## config.mk

```make
export PLATFORM = sky130hd
export DESIGN_NAME = axi4l2mem_bridge
export DESIGN_NICKNAME = d
export VERILOG_FILES = /design/src/rtl/axi4l2mem_bridge.sv
export SDC_FILE = /design/constraint.sdc
export NUM_CORES = 1
export LEC_CHECK = 0
export CAP_MARGIN = 10
export CELL_PAD_IN_SITES_DETAIL_PLACEMENT = 0
export CELL_PAD_IN_SITES_GLOBAL_PLACEMENT = 1
export CORE_ASPECT_RATIO = 1.4
export CORE_MARGIN = 5
export CORE_UTILIZATION = 25
export DETAILED_ROUTE_END_ITERATION = 10
export PLACE_DENSITY = 0.66
export SLEW_MARGIN = 5
export SYNTH_ARGS = -nofsm -noshare
export SYNTH_HDL_FRONTEND = slang
export SYNTH_SLANG_ARGS = --single-unit
```

## constraint.sdc

```tcl
create_clock -name clk_i -period 2.2 [get_ports clk_i]
set_clock_uncertainty 0.05 [all_clocks]
set_input_delay 0.44 -clock clk_i [delete_from_list [all_inputs] [get_ports clk_i]]
set_output_delay 0.44 -clock clk_i [all_outputs]
set_load 0.05 [all_outputs]
```

## src/rtl/axi4l2mem_bridge.sv

```systemverilog
// AXI4-Lite slave to native memory-bus master bridge.
// Holds AW/W/AR in private registers, arbitrates read vs write, remaps the
// top address byte through a small window table and bounds every native
// access with an optional timeout that answers SLVERR.
module axi4l2mem_bridge #(
    parameter int                     ADDR_WIDTH  = 32,
    parameter int                     DATA_WIDTH  = 32,
    parameter int                     REMAP_NUM   = 1,
    parameter logic [REMAP_NUM*8-1:0] REMAP_SRC   = 8'h30,
    parameter logic [REMAP_NUM*8-1:0] REMAP_DST   = 8'h00,
    parameter int                     ARB_MODE    = 0,
    parameter int                     TIMEOUT_CYC = 255
) (
    input  logic                    clk_i,
    input  logic                    rst_n_i,
    input  logic [ADDR_WIDTH-1:0]   awaddr_i,
    input  logic                    awvalid_i,
    output logic                    awready_o,
    input  logic [DATA_WIDTH-1:0]   wdata_i,
    input  logic [DATA_WIDTH/8-1:0] wstrb_i,
    input  logic                    wvalid_i,
    output logic                    wready_o,
    output logic [1:0]              bresp_o,
    output logic                    bvalid_o,
    input  logic                    bready_i,
    input  logic [ADDR_WIDTH-1:0]   araddr_i,
    input  logic                    arvalid_i,
    output logic                    arready_o,
    output logic [DATA_WIDTH-1:0]   rdata_o,
    output logic [1:0]              rresp_o,
    output logic                    rvalid_o,
    input  logic                    rready_i,
    output logic                    mem_valid_o,
    output logic [ADDR_WIDTH-1:0]   mem_addr_o,
    output logic [DATA_WIDTH-1:0]   mem_wdata_o,
    output logic [DATA_WIDTH/8-1:0] mem_wstrb_o,
    input  logic [DATA_WIDTH-1:0]   mem_rdata_i,
    input  logic                    mem_ready_i
);

    localparam int STRB_W = DATA_WIDTH / 8;
    localparam int CNT_W  = (TIMEOUT_CYC > 1) ? $clog2(TIMEOUT_CYC) : 1;

    typedef enum logic [1:0] {IDLE, ACCESS, WRESP, RRESP} state_t;

    state_t                  state_q, state_d;
    logic                    aw_held_q, w_held_q, ar_held_q;
    logic                    awready_q, wready_q, arready_q;
    logic [ADDR_WIDTH-1:0]   aw_addr_q, ar_addr_q;
    logic [DATA_WIDTH-1:0]   w_data_q;
    logic [STRB_W-1:0]       w_strb_q;
    logic                    is_wr_q;
    logic                    last_wr_q;
    logic [CNT_W-1:0]        cnt_q;
    logic [1:0]              resp_q;
    logic [DATA_WIDTH-1:0]   rdata_q;
    logic [ADDR_WIDTH-1:0]   raw_addr, remap_addr;
    logic                    grant_rd, grant_wr, done_ok, done_to, expire;
    logic                    b_hs, r_hs;

    assign b_hs   = (state_q == WRESP) && bready_i;
    assign r_hs   = (state_q == RRESP) && rready_i;
    assign expire = (TIMEOUT_CYC != 0) && (cnt_q == CNT_W'(TIMEOUT_CYC - 1));

    // Channel holding registers; a channel reopens only once its response is accepted.
    always_ff @(posedge clk_i) begin
        if (!rst_n_i) begin
            aw_held_q <= 1'b0;
            w_held_q  <= 1'b0;
            ar_held_q <= 1'b0;
            awready_q <= 1'b0;
            wready_q  <= 1'b0;
            arready_q <= 1'b0;
            aw_addr_q <= '0;
            ar_addr_q <= '0;
            w_data_q  <= '0;
            w_strb_q  <= '0;
        end else begin
            if (awvalid_i && awready_q) begin
                aw_addr_q <= awaddr_i;
                aw_held_q <= 1'b1;
                awready_q <= 1'b0;
            end else if (b_hs) begin
                aw_held_q <= 1'b0;
                awready_q <= 1'b1;
            end else if (!aw_held_q) begin
                awready_q <= 1'b1;
            end

            if (wvalid_i && wready_q) begin
                w_data_q <= wdata_i;
                w_strb_q <= wstrb_i;
                w_held_q <= 1'b1;
                wready_q <= 1'b0;
            end else if (b_hs) begin
                w_held_q <= 1'b0;
                wready_q <= 1'b1;
            end else if (!w_held_q) begin
                wready_q <= 1'b1;
            end

            if (arvalid_i && arready_q) begin
                ar_addr_q <= araddr_i;
                ar_held_q <= 1'b1;
                arready_q <= 1'b0;
            end else if (r_hs) begin
                ar_held_q <= 1'b0;
                arready_q <= 1'b1;
            end else if (!ar_held_q) begin
                arready_q <= 1'b1;
            end
        end
    end

    // Top-byte remap; walking down the table lets the lowest matching window win.
    always_comb begin
        raw_addr   = is_wr_q ? aw_addr_q : ar_addr_q;
        remap_addr = raw_addr;
        for (int i = REMAP_NUM - 1; i >= 0; i--) begin
            if (raw_addr[ADDR_WIDTH-1 -: 8] == REMAP_SRC[i*8 +: 8])
                remap_addr[ADDR_WIDTH-1 -: 8] = REMAP_DST[i*8 +: 8];
        end
    end

    // Next-state: arbitration in IDLE, completion/timeout in ACCESS, response handshakes.
    always_comb begin
        state_d  = state_q;
        grant_rd = 1'b0;
        grant_wr = 1'b0;
        done_ok  = 1'b0;
        done_to  = 1'b0;
        case (state_q)
            IDLE: begin
                if (ar_held_q && aw_held_q && w_held_q) begin
                    if (ARB_MODE == 0 || last_wr_q) grant_rd = 1'b1;
                    else                            grant_wr = 1'b1;
                end else if (ar_held_q) begin
                    grant_rd = 1'b1;
                end else if (aw_held_q && w_held_q) begin
                    grant_wr = 1'b1;
                end
                if (grant_rd)      state_d = ACCESS;
                else if (grant_wr) state_d = (w_strb_q == '0) ? WRESP : ACCESS;
            end
            ACCESS: begin
                // Ready in the expiry cycle still completes normally.
                if (mem_ready_i) done_ok = 1'b1;
                else if (expire) done_to = 1'b1;
                if (done_ok || done_to) state_d = is_wr_q ? WRESP : RRESP;
            end
            WRESP:   if (bready_i) state_d = IDLE;
            RRESP:   if (rready_i) state_d = IDLE;
            default: state_d = IDLE;
        endcase
    end

    // State, grant bookkeeping, timeout counter and captured response.
    always_ff @(posedge clk_i) begin
        if (!rst_n_i) begin
            state_q   <= IDLE;
            is_wr_q   <= 1'b0;
            last_wr_q <= 1'b1;
            cnt_q     <= '0;
            resp_q    <= 2'b00;
            rdata_q   <= '0;
        end else begin
            state_q <= state_d;
            if (grant_rd || grant_wr) begin
                is_wr_q   <= grant_wr;
                last_wr_q <= grant_wr;
                cnt_q     <= '0;
                resp_q    <= 2'b00;
            end
            if (state_q == ACCESS) begin
                if (done_ok) begin
                    resp_q <= 2'b00;
                    if (!is_wr_q) rdata_q <= mem_rdata_i;
                end else if (done_to) begin
                    resp_q  <= 2'b10;
                    rdata_q <= '0;
                end else if (TIMEOUT_CYC != 0) begin
                    cnt_q <= cnt_q + 1'b1;
                end
            end
        end
    end

    assign awready_o   = awready_q;
    assign wready_o    = wready_q;
    assign arready_o   = arready_q;
    assign mem_valid_o = (state_q == ACCESS);
    assign mem_addr_o  = mem_valid_o ? remap_addr : '0;
    assign mem_wdata_o = (mem_valid_o && is_wr_q) ? w_data_q : '0;
    assign mem_wstrb_o = (mem_valid_o && is_wr_q) ? w_strb_q : '0;
    assign bvalid_o    = (state_q == WRESP);
    assign bresp_o     = bvalid_o ? resp_q : 2'b00;
    assign rvalid_o    = (state_q == RRESP);
    assign rresp_o     = rvalid_o ? resp_q : 2'b00;
    assign rdata_o     = rdata_q;

endmodule
```

==> metrics <==
Crit. path cell count=5; cell-internal power=0.00557 W; CP peak stage delay=340 ps; setup ws final=about 36 ps; count leader, synth=nand2_1; worst reg2reg endpoint=state_q[1]$_SDFFE_PN0P_; Logic pwr share=0.210; worst r2r src=cnt_q[0]$_SDFF_PN0_; Yosys warnings=0; FF-to-FF path depth=7; dpl ws=135 ps; Vias/cell=4.57; # clock sinks=151; number of enable flip-flop cells after synthesis=0; Slew HR=0.624; dominant cells by area after synthesis=dfxtp_1 45%, nand2_1 12%, a21oi_1 8.1%, mux2i_1 5.2%, nand3_2 4.5%; Switching Fraction=0.289; effective utilization at floorplan=0.252; final hold violations=0; Setup crit end kind=primary output; commonest cells in the netlist=213 x nand2_1, 151 x dfxtp_1, 109 x a21oi_1; Tmin final=2160 ps; Die Ht=204 µm; setup TNS=0 ps; diode count=0; clk_lat worst skew=430 ps; CTS tree=yes; worst setup path endpoint=mem_addr_o[29]; layout cells sized above 1=0.246; #FFs+latches synth=~150; DR vias=about 6.5k; Final Wtd Congestion=0.793; FMAX=0.462 GHz; crit path cell chain=nor4_4, a22oi_2, o21ai_2, nor2_2, buf_12; Post-Syn Area=~6700 µm²; sequential area share after synthesis=0.448; DR pass1 iterations=4; post-synth cell types=46; core region area=26700 µm²; post-route core utilization=0.424; Setup-failing EPs final=0; standard-cell rows=71; drc violations=0; Syn Nets=about 960; max-cap violations=0; final cycle utilization of the critical path=0.983; Post-synth top flop=dfxtp_1; Die Width=approximately 150 µm; Mapped Avg Cell Area=a little over 8 µm²; Seq pwr share=0.386; unrepaired setup endpoints after global routing=yes; initial antenna violation count=0; Placement Cell Area=10400 µm²; VDD IR-drop max=524 µV; I/O Pins=250; Max FO, Critical Path=3; CP Class=reg -> out; GRT Util Overall=0.156; FF-to-FF setup slack=400 ps; cells after synthesis=817; run status=finished clean; Psw=0.00227 W; leading area contributor after synthesis=dfxtp_1; Antenna Nets Post-Route=0; Setup crit start=aw_addr_q[26]$_SDFFE_PN0P_; Root Driver=clkbuf_16; CTS Buf Count=17; P_leak=3.92 nW; # port buffers=roughly 250; Worst-path clk slew=60 ps; htree depth=4; Crit-path slowest cell=dfxtp_2; CP Launch Type=flip-flop; die area=slightly above 30000 µm²; power share of the clock group=0.404; HP Class=reg -> reg; largest net degree at the start of global routing=88; Iter 0 DRT Violations=around 240; DP Wirelength=16600 µm; CP bufs+invs=1; first-pass GRT wire length=37400 µm; clk buf depth=2; CP required=1710 ps; DR WL/cell=16.9 µm; CP top delay family=simple AND/OR/NAND/NOR gates; Area growth syn-to-layout=68.1%; final WL=24000 µm; Power Density=between 600 and 700 nW/µm²; total congestion overflow=0; Async S/R FF share, synth=0; post-synth top area share=0.448; fin. max-slew vios=0; fin area=11300 µm²; arrival time worst endpoint=about 1700 ps; Slew @ Worst Pin=562 ps; vias in the first global route=6656; # nets final=1190
## final cells by class
cell class,count,area (µm²)
Inverter,3,18.8
Multi-Input combinational cell,594,3600
Sequential cell,151,3030
Timing Repair Buffer,281,3600
Tap cell,365,457
Clock inverter,11,170
Fill cell,2660,15400
Clock buffer,21,460
## routing by layer
metal  routed length (µm)  track usage  part of all wire
met4                  614       0.0592             0.026
met5                    0            0                 0
met2                12000        0.266              0.50
met1                 9930        0.183              0.41
met3                 1530       0.0472             0.064
## per-stage QoR
stage,hold slack (ps),total power (W),std cells
2_1_floorplan,382,0.00395,817
3_3_place_gp,387,0.00468,1390
4_1_cts,402,0.00796,1426
5_1_grt,420,0.00820,1426
6_report,403,0.00784,1426
3_5_place_dp,394,0.00469,1390
## cell families (layout without fill, tap and decap cells)
logic type / count (synthesis) / count (layout) / share of synthesized area
AOI/OAI and AO/OA: 191 / 191 / 0.177
xor gates and xnor gates: 3 / 3 / 0.00390
muxes: 36 / 36 / 0.0536
DFF: 151 / 151 / 0.448
adders and majority gates: 2 / 2 / 0.00371
buffers and inverters: 72 / 316 / 0.0540
and+or+nand+nor: 362 / 362 / 0.260
## worst min path at each step
stage,from,end,slack [ps],depth (start not counted)
after floorplan,w_data_q[10]$_SDFFE_PN0P_,w_data_q[10]$_SDFFE_PN0P_,380,2
after global placement,w_data_q[15]$_SDFFE_PN0P_,w_data_q[15]$_SDFFE_PN0P_,390,2
after detailed placement,w_data_q[26]$_SDFFE_PN0P_,w_data_q[26]$_SDFFE_PN0P_,390,2
after CTS,w_data_q[10]$_SDFFE_PN0P_,w_data_q[10]$_SDFFE_PN0P_,400,2
after global routing,ar_addr_q[23]$_SDFFE_PN0P_,ar_addr_q[23]$_SDFFE_PN0P_,420,2
final,ar_addr_q[19]$_SDFFE_PN0P_,ar_addr_q[19]$_SDFFE_PN0P_,400,2
## power by group through the flow
stage / sequential (W) / combinational [W] / clock [W]
6_report: 0.00302 / 0.00165 / 0.00317
3_5_place_dp: 0.00308 / 0.00161 / 0
5_1_grt: 0.00305 / 0.00177 / 0.00339
4_1_cts: 0.00302 / 0.00166 / 0.00327
3_3_place_gp: 0.00308 / 0.00160 / 0
2_1_floorplan: 0.00328 / 0.000671 / 0
## registers in the layout, summed over array words and instances, names as in the netlist, 2 cells and up
register	count
rdata_o	32
resp_q	2
ar_addr_q	32
w_strb_q	4
aw_addr_q	32
cnt_q	8
state_q	2
w_data_q	32
## placed cells by master (no fill, tap or decap), types with 6 or more instances in the layout
master and count:
and3_4 35, a22oi_1 33, and3_1 6, a21oi_2 30, a21oi_1 109, clkbuf_16 17, and2_1 9, nand2_1 213
nor2_1 34, nor2_2 9, buf_4 23, buf_12 82, mux2i_1 33, clkdlybuf4s50_1 171, nand3_2 30, dfxtp_1 148
## worst min-delay path, delay by kind of cell, from the launching register on
kind            cells  cell delay, ps
simple gates        1              50
compound gates      1              50
flops               1             310
## timing repair
| action | in CTS | in global routing |
|---|---|---|
| resized for setup | 22 | 39 |
| endpoints found under the setup margin | 45 | 39 |
| hold buffers | 0 | 0 |
| cloned | 1 | 0 |
| endpoints found under the hold margin | 0 | 0 |
| pin swaps | 1 | 5 |
| setup buffers | 3 | 0 |
Power figures use the tool's default switching activity.
